`config.mk`:
```
export PLATFORM = sky130hd
export DESIGN_NAME = hazard_unit
export DESIGN_NICKNAME = d
export VERILOG_FILES = /design/src/rtl/hazard_pkg.sv /design/src/rtl/fwd_select.sv /design/src/rtl/hazard_unit.sv
export SDC_FILE = /design/constraint.sdc
export NUM_CORES = 1
export LEC_CHECK = 0
export ABC_AREA = 0
export CORE_ASPECT_RATIO = 0.5
export CORE_MARGIN = 8
export CORE_UTILIZATION = 35
export DETAILED_ROUTE_END_ITERATION = 10
export PLACE_DENSITY = 0.74
export REMOVE_ABC_BUFFERS = 1
export SKIP_LAST_GASP = 1
export SLEW_MARGIN = 20
export SYNTH_ARGS = -nofsm -noshare
export SYNTH_HDL_FRONTEND = slang
export SYNTH_SLANG_ARGS = --single-unit
```
`constraint.sdc`:
```
create_clock -name clk -period 2.1 [get_ports clk]
set_input_delay 0.525 -clock clk [delete_from_list [all_inputs] [get_ports clk]]
set_output_delay 0.525 -clock clk [all_outputs]
set_load 0.02 [all_outputs]
```
`src/rtl/hazard_pkg.sv`:
```
// hazard_pkg: shared forwarding-select and hazard-FSM state encodings.
package hazard_pkg;
    typedef enum logic [1:0] {FWD_RF = 2'b00, FWD_WB = 2'b01, FWD_MEM = 2'b10} fwd_sel_t;
    typedef enum logic [1:0] {RUN = 2'b00, MEM_WAIT = 2'b01, FAULT = 2'b10} hz_state_t;
endpackage

```
`src/rtl/fwd_select.sv`:
```
// fwd_select: per-operand bypass select, M stage result preferred over W.
module fwd_select
    import hazard_pkg::*;
#(
    parameter int REG_ADDR_WIDTH = 5
) (
    input  logic [REG_ADDR_WIDTH-1:0] rs,
    input  logic [REG_ADDR_WIDTH-1:0] rd_m,
    input  logic [REG_ADDR_WIDTH-1:0] rd_w,
    input  logic                      reg_write_m,
    input  logic                      reg_write_w,
    output logic [1:0]                sel
);
    fwd_sel_t s;
    always_comb begin
        s = (reg_write_m && rd_m != '0 && rd_m == rs) ? FWD_MEM :
            (reg_write_w && rd_w != '0 && rd_w == rs) ? FWD_WB : FWD_RF;
        sel = s;
    end
endmodule

```
`src/rtl/hazard_unit.sv`:
```
// hazard_unit: pipeline forwarding, load-use/branch stall-flush and memory-wait watchdog.
// Optional HAZARD_PERF_EN adds stall_cycles/flush_cycles event counters.
module hazard_unit
    import hazard_pkg::*;
#(
    parameter int REG_ADDR_WIDTH = 5,
    parameter int MAX_WAIT       = 255
) (
    input  logic                      clk,
    input  logic                      rst,
    input  logic [REG_ADDR_WIDTH-1:0] rs1_d,
    input  logic [REG_ADDR_WIDTH-1:0] rs2_d,
    input  logic [REG_ADDR_WIDTH-1:0] rs1_e,
    input  logic [REG_ADDR_WIDTH-1:0] rs2_e,
    input  logic [REG_ADDR_WIDTH-1:0] rd_e,
    input  logic [REG_ADDR_WIDTH-1:0] rd_m,
    input  logic [REG_ADDR_WIDTH-1:0] rd_w,
    input  logic                      reg_write_m,
    input  logic                      reg_write_w,
    input  logic                      mem_read_e,
    input  logic                      pc_src_e,
    input  logic                      mem_busy,
    output logic [1:0]                forward_a_e,
    output logic [1:0]                forward_b_e,
    output logic                      stall_f,
    output logic                      stall_d,
    output logic                      stall_e,
    output logic                      stall_m,
    output logic                      stall_w,
    output logic                      flush_d,
    output logic                      flush_e,
`ifdef HAZARD_PERF_EN
    output logic [31:0]               stall_cycles,
    output logic [31:0]               flush_cycles,
`endif
    output logic                      mem_timeout
);
    localparam int CW = $clog2(MAX_WAIT + 1);
    localparam logic [CW-1:0] MAX_CNT = CW'(MAX_WAIT);

    hz_state_t         state;
    logic [CW-1:0]     wait_cnt;
    logic [1:0]        fa, fb;
    logic              lu, hold;

    fwd_select #(.REG_ADDR_WIDTH(REG_ADDR_WIDTH)) u_fwd_a (
        .rs(rs1_e), .rd_m(rd_m), .rd_w(rd_w),
        .reg_write_m(reg_write_m), .reg_write_w(reg_write_w), .sel(fa)
    );
    fwd_select #(.REG_ADDR_WIDTH(REG_ADDR_WIDTH)) u_fwd_b (
        .rs(rs2_e), .rd_m(rd_m), .rd_w(rd_w),
        .reg_write_m(reg_write_m), .reg_write_w(reg_write_w), .sel(fb)
    );

    // A fault or a busy memory freezes the whole pipe; reset overrides everything.
    always_comb begin
        lu          = mem_read_e && rd_e != '0 && (rd_e == rs1_d || rd_e == rs2_d);
        hold        = state == FAULT || mem_busy;
        forward_a_e = rst ? FWD_RF : fa;
        forward_b_e = rst ? FWD_RF : fb;
        stall_f     = rst ? 1'b0 : hold ? 1'b1 : lu && !pc_src_e;
        stall_d     = stall_f;
        stall_e     = !rst && hold;
        stall_m     = stall_e;
        stall_w     = stall_e;
        flush_d     = rst ? 1'b1 : hold ? 1'b0 : pc_src_e;
        flush_e     = rst ? 1'b1 : hold ? 1'b0 : lu || pc_src_e;
        mem_timeout = !rst && state == FAULT;
    end

    always_ff @(posedge clk) begin
        if (rst) begin
            state    <= RUN;
            wait_cnt <= '0;
        end else begin
            case (state)
                RUN: if (mem_busy) begin
                    state    <= MEM_WAIT;
                    wait_cnt <= CW'(1);
                end
                MEM_WAIT: if (!mem_busy) begin
                    state    <= RUN;
                    wait_cnt <= '0;
                end else if (wait_cnt == MAX_CNT) begin
                    state    <= FAULT;
                end else begin
                    wait_cnt <= wait_cnt + CW'(1);
                end
                FAULT: state <= FAULT;
                default: begin
                    state    <= RUN;
                    wait_cnt <= '0;
                end
            endcase
        end
    end

`ifdef HAZARD_PERF_EN
    always_ff @(posedge clk) begin
        if (rst) begin
            stall_cycles <= '0;
            flush_cycles <= '0;
        end else begin
            stall_cycles <= stall_cycles + 32'(stall_d);
            flush_cycles <= flush_cycles + 32'(flush_e);
        end
    end
`endif
endmodule
```
==> run_results.csv, run 1 <==
group,metric,value,unit
clock_tree,insertion_delay,240,ps
final_layout,layout.nets,264,
placement,placed_area,1770,sq um
floorplanning,dieArea,4950,sq um
floorplanning,num_rows,13,
clock_tree,cts_buffers,3,
floorplanning,pin_count,54,
final_layout,area_delta_synth_final,89.3,%
yosys,syn_area_per_cell,7.52,sq um
yosys,synth_cell_types,33,
clock_tree,cts_buffer_depth,2,
power_and_ir_drop,p_clk_frac,0.340,
clock_tree,cts-root-buf,"clkbuf_8",
worst_setup_path,path_cells,"buf_6 -> or4_4 -> o21ai_4 -> nor3_2 -> nor4_2 -> buf_4",
timing,finClkSkew,8.96,ps
placement,hpwl,3100,um
global_routing,grt_pass1_wl,6390,um
floorplanning,die_height,53.9,um
routing,wl,4020,um
yosys,yosysSeqAreaShare,0.199,
yosys,synthArstFlopShare,0,
global_routing,grt_max_degree,16,
worst_setup_path,worstPathMaxFanout,3,
routing,ant_nets,0,
power_and_ir_drop,power,716,uW
final_layout,fin_cells,257,
routing,drtIter0Drc,56,
timing,rsz0062_at_grt,"yes",
timing,tns,-1170,ps
placement,port_buffers,53,
yosys,yosys_warnings,0,
yosys,synthCells,134,
placement,gp_congestion,0.912,
clock_tree,cts_tree,"built",
routing,routedWlPerCell,15.6,um
final_layout,final_util,0.715,
yosys,synth_flop_cell,"dfxtp_1",
power_and_ir_drop,power.ir.vdd_worst,0.000427,V
timing,slew_violations,0,
clock_tree,cts.sinks,10,
yosys,synth_top_family_by_area,"simple AND/OR/NAND/NOR gates",
final_layout,antenna_cells,0,
worst_setup_path,slowest_delay,540,ps
timing,fmax,0.415,GHz
power_and_ir_drop,swShare,0.290,
placement,dp.cells,247,
outcome,violations,"negative setup slack",
final_layout,postLayoutCellArea,1910,sq um
global_routing,grt_use_total,0.161,
yosys,synth-simple-area-share,0.284,
worst_setup_path,r2r_cells,5,
floorplanning,coreArea,2670,sq um
timing,setup_viol,7,
worst_setup_path,cp_data_arrival_time,1890,ps
yosys,synth_fa_ha_area_frac,0.0124,
floorplanning,fp.dieW,91.9,um
worst_setup_path,slowest_stage,"or4_4",
worst_setup_path,reg2reg_slack,490,ps
yosys,synth.most_common_cell,"xor2_1",
power_and_ir_drop,power_density,376,nW/um^2
clock_tree,cts_hold_buffers,0,
worst_setup_path,regToRegStartpoint,"wait_cnt[0]",
timing,hold_viol,0,
yosys,synth_edf_count,0,
routing,route.detailed.drc,0,
timing,slew_headroom,0.788,
worst_setup_path,critPathLaunchType,"input port",
timing,fin_crit_sh,1.15,
power_and_ir_drop,p_seq_frac,0.274,
worst_setup_path,rr_endpoint,"wait_cnt[5]",
worst_setup_path,endpoint_kind,"primary output",
final_layout,drive_gt1_frac,0.359,
timing,period_minus_slack,2410,ps
worst_setup_path,crit_path_end,"forward_b_e[0]",
yosys,ys_ff_latch,10,
routing,vias_per_cell,5.05,
routing,vias,1297,
job,maxCapViolCount,0,
worst_setup_path,crit_start,"rd_m[4]",
min_path,worst_hold_path_type,"reg -> reg",
clock_tree,htree_levels,1,
global_routing,antenna_found_initial,0,
yosys,synth_compound_area_frac,0.194,
final_layout,fillers,217,
yosys,synth_mux_area_frac,0,
timing,worst_slack,-312,ps
power_and_ir_drop,leakage,0.000822,uW
yosys,synth-xor-area-share,0.261,
timing,worst_pin_slew,317,ps
routing,dr.pass1.iters,7,
power_and_ir_drop,comb_power_share,0.386,
yosys,synthTopCellsByCount,"xor2_1 (20), a21oi_1 (10), dfxtp_1 (10), xnor2_1 (10)",
clock_tree,clk_pin_slew,40,ps
power_and_ir_drop,p_switching,208,uW
outcome,status,"complete, but fails checks",
yosys,synthTopCellsByArea,"dfxtp_1 (20%), xor2_1 (17%), xnor2_1 (8.7%)",
global_routing,grt_overflow_total,0,
worst_setup_path,cp.required,1570,ps
floorplanning,start_util,0.378,
yosys,synth_top_area_cell,"dfxtp_1",
power_and_ir_drop,p_int,508,uW
worst_setup_path,critical_path_class,"in -> out",
yosys,syn_area,1010,sq um
yosys,synth_top_area_frac,0.199,
global_routing,grt_pass1_vias,1353,
## timing repair
| action | CTS | global route |
|---|---|---|
| setup endpoints to repair | 12 | 8 |
| resized for setup | 151 | 13 |
| pin swaps | 29 | 15 |
| setup buffers | 4 | 2 |
## per-stage QoR
step | setup slack (ps) | hold slack, ps
global route | -364 | 543
CTS | -302 | 510
finish | -312 | 508
floorplan | -254 | 460
global placement | -1050 | 485
detailed placement | -1110 | 492
## routing by layer
metal | up-vias | track usage | part of all wire
met2 | 30 | 0.306 | 0.53
met1 | 596 | 0.183 | 0.42
met3 | 8 | 0.0249 | 0.028
met4 | 0 | 0.0712 | 0.025
li1 | 663 | - | -
met5 | - | 0 | 0
## sequential cells by signal, indices dropped and copies added, names as in the netlist
signal / count
state: 2
wait_cnt: 8
## worst min path at each step
stage / slack [ps] / from / end / cells past startpoint
4_1_cts: 510 / wait_cnt[1] / wait_cnt[1] / 2
5_1_grt: 540 / wait_cnt[1] / wait_cnt[1] / 2
3_5_place_dp: 490 / wait_cnt[1] / wait_cnt[1] / 2
6_report: 510 / wait_cnt[1] / wait_cnt[1] / 2
2_1_floorplan: 460 / wait_cnt[1] / wait_cnt[1] / 2
3_3_place_gp: 480 / wait_cnt[1] / wait_cnt[1] / 2
## worst max-delay path, delay by kind of cell
family / cells / cell delay [ps]
AOI/OAI and AO/OA: 1 / 170
buffers and inverters: 2 / 290
and+or+nand+nor: 3 / 900
## final cells by class
class / instances / area (sq um) / share of cell area
Clock buffer: 4 / 55.1 / 0.0289
Inverter: 4 / 15.0 / 0.00787
Tap cell: 37 / 46.3 / 0.0243
Sequential cell: 10 / 200 / 0.105
Timing Repair Buffer: 88 / 748 / 0.392
Multi-Input combinational cell: 114 / 842 / 0.442
## cell families (layout without fill, tap and decap cells)
group                      after synthesis  count (layout)
AOI/OAI and AO/OA                       32              32
xor gates and xnor gates                30              30
adders and majority gates                1               1
buffers and inverters                   10              96
DFF                                     10              10
and+or+nand+nor                         51              51
## cell usage in the layout, fill, tap and decap left out, types with 6 or more instances in the layout
cell type and instances:
buf_2 6, xor2_1 19, nand2_1 7, nand3_1 8
xnor2_1 10, dlygate4sd2_1 18, buf_6 13, buf_4 35
o21ai_0 8, clkdlybuf4s15_1 7, nor2_1 9, dfxtp_1 10
a21oi_1 10
## power by group through the flow
stage / logic, uW / clock network, uW / registers, uW
2_1_floorplan: 87.8 / 0 / 200
3_3_place_gp: 257 / 0 / 200
3_5_place_dp: 262 / 0 / 200
4_1_cts: 264 / 249 / 196
5_1_grt: 298 / 261 / 197
6_report: 276 / 243 / 196
Power figures use the tool's default switching activity.
==> run 2: changes to the inputs <==
--- a/config.mk
+++ b/config.mk
@@ -6,9 +6,11 @@
 export NUM_CORES = 1
 export LEC_CHECK = 0
 export ABC_AREA = 0
+export CELL_PAD_IN_SITES_DETAIL_PLACEMENT = 2
+export CELL_PAD_IN_SITES_GLOBAL_PLACEMENT = 2
 export CORE_ASPECT_RATIO = 0.5
 export CORE_MARGIN = 8
-export CORE_UTILIZATION = 35
+export CORE_UTILIZATION = 18
 export DETAILED_ROUTE_END_ITERATION = 10
 export PLACE_DENSITY = 0.74
 export REMOVE_ABC_BUFFERS = 1
==> run_results.csv, run 2 (same netlist as run 1, synthesis figures left out) <==
group,metric,value,unit
floorplanning,dieArea,8390,sq um
timing,hold_viol,0,
floorplanning,die_height,68.9,um
floorplanning,start_util,0.185,
final_layout,layout_common_cells,"buf_4 (46), xor2_1 (20), dlygate4sd2_1 (18)",
worst_setup_path,critical_path_class,"in -> out",
clock_tree,cts_buffers,3,
routing,routedWlPerCell,17.7,um
global_routing,grt_overflow_total,0,
worst_setup_path,slowest_delay,480,ps
power_and_ir_drop,p_seq_frac,0.258,
power_and_ir_drop,comb_power_share,0.419,
floorplanning,num_rows,19,
floorplanning,pin_count,54,
timing,worst_pin_slew,320,ps
worst_setup_path,cpLargestDelayFamily,"simple AND/OR/NAND/NOR gates",
timing,slew_headroom,0.786,
global_routing,grt_pass1_wl,8640,um
clock_tree,cts_tree,"built",
clock_tree,cts.sinks,10,
clock_tree,cts-root-buf,"clkbuf_8",
routing,ant_nets,0,
placement,gp_congestion,0.772,
global_routing,grt_use_total,0.133,
clock_tree,htree_levels,1,
timing,whs,535,ps
global_routing,grt_pass1_vias,1653,
power_and_ir_drop,leakage,0.000902,uW
worst_setup_path,cp.required,1570,ps
power_and_ir_drop,swShare,0.300,
routing,vias,1398,
clock_tree,insertion_delay,240,ps
outcome,status,"complete, but fails checks",
power_and_ir_drop,p_int,534,uW
floorplanning,fp.dieW,122,um
final_layout,top_register,"wait_cnt",
power_and_ir_drop,power.ir.vdd_worst,0.000173,V
worst_setup_path,path_buf_inv,3,
power_and_ir_drop,p_clk_frac,0.323,
clock_tree,clk_pin_slew,50,ps
placement,hpwl,4020,um
timing,period_minus_slack,2430,ps
final_layout,drive_gt1_frac,0.409,
min_path,worst_hold_path_type,"reg -> reg",
worst_setup_path,cp_data_arrival_time,1910,ps
final_layout,fillers,611,
final_layout,top_regs,"wait_cnt: 8 flops, state: 2 flops",
final_layout,largest_register_ffs,8,
timing,worst_slack,-334,ps
final_layout,antenna_cells,0,
routing,drtIter0Drc,6,
job,maxCapViolCount,0,
power_and_ir_drop,power_density,360,nW/um^2
worst_setup_path,endpoint_kind,"primary output",
global_routing,antenna_found_initial,0,
worst_setup_path,path_cells,"buf_6 -> buf_4 -> or4_4 -> o211ai_1 -> or4_4 -> nor4_4 -> buf_4",
worst_setup_path,worstPathMaxFanout,2,
power_and_ir_drop,p_switching,228,uW
timing,rsz0062_at_grt,"yes",
floorplanning,coreArea,5440,sq um
placement,port_buffers,53,
routing,wl,5460,um
worst_setup_path,critPathLaunchType,"input port",
final_layout,layout.nets,279,
routing,route.detailed.drc,0,
timing,slew_violations,0,
final_layout,mostFrequentLayoutCell,"buf_4",
timing,finClkSkew,4.28,ps
final_layout,area_delta_synth_final,110,%
timing,setup_viol,7,
timing,fmax,0.411,GHz
routing,vias_per_cell,4.54,
timing,fin_crit_sh,1.16,
final_layout,final_util,0.389,
worst_setup_path,slowest_stage,"or4_4",
routing,dr.pass1.iters,2,
clock_tree,cts_buffer_depth,2,
global_routing,grt_max_degree,16,
outcome,violations,"negative setup slack",
## run 2: changes by cell type in the layout (fill, tap and decap cells not counted), sizes merged
| cell | before | now |
|---|---|---|
| clkbuf | 7 | 4 |
| buf | 54 | 70 |
| clkdlybuf4s15 | 8 | 10 |
## run 2: area by class of cell
type | instances | area, sq um | share of cell area
repair buffers | 103 | 898 | 0.424
multi-input cells | 114 | 855 | 0.404
flip-flops and latches | 10 | 200 | 0.0946
well taps | 73 | 91.3 | 0.0431
clock buffers | 4 | 55.1 | 0.0260
inverters | 4 | 17.5 | 0.00827
## run 2: worst paths after layout
kind,slack (ps),cells past startpoint,to,from
max,-330,7,forward_b_e[0],rd_w[2]
min,540,2,wait_cnt[7],wait_cnt[7]
max reg2reg,380,5,wait_cnt[5],wait_cnt[0]
min reg2reg,540,2,wait_cnt[7],wait_cnt[7]
## run 2: per-layer routing
metal  up-vias  wire length [um]  global-route usage
met1       685              2190               0.133
met5         -                 0                   0
met2        23              3090               0.290
met3         4               156              0.0244
met4         0                30              0.0183
li1        686                 -                   -
## run 2: worst register-to-register path, delay by kind of cell, from the launching register on
family	cells	cell delay [ps]
AND/OR/NAND/NOR	3	920
adder cells (fa/ha/maj)	1	240
flip-flops	1	340
AO/OA/AOI/OAI	1	150
## run 2: what timing repair did
item	4_1_cts	5_1_grt
hold buffers	0	0
pin swaps	26	12
buffers inserted	17	2
endpoints found under the hold margin	0	0
endpoints found under the setup margin	12	12
gates resized for setup	158	17
## run 2: power by group through the flow
stage                     clock, uW  combinational (uW)  sequential (uW)
after floorplan                   0                87.8              200
after global placement            0                 266              200
after detailed placement          0                 276              200
after CTS                       255                 302              196
after global routing            269                 344              197
final                           246                 319              197
## run 2: through the flow
step	std cells	instance area, sq um	setup WS, ps	TNS, ps	power [uW]
after global routing	308	2120	-397	-1700	810
after floorplan	128	972	-254	-550	288
after detailed placement	286	1830	-1190	-9200	476
after global placement	286	1830	-1150	-8710	466
final	308	2120	-334	-1340	762
after CTS	307	2070	-304	-1430	754
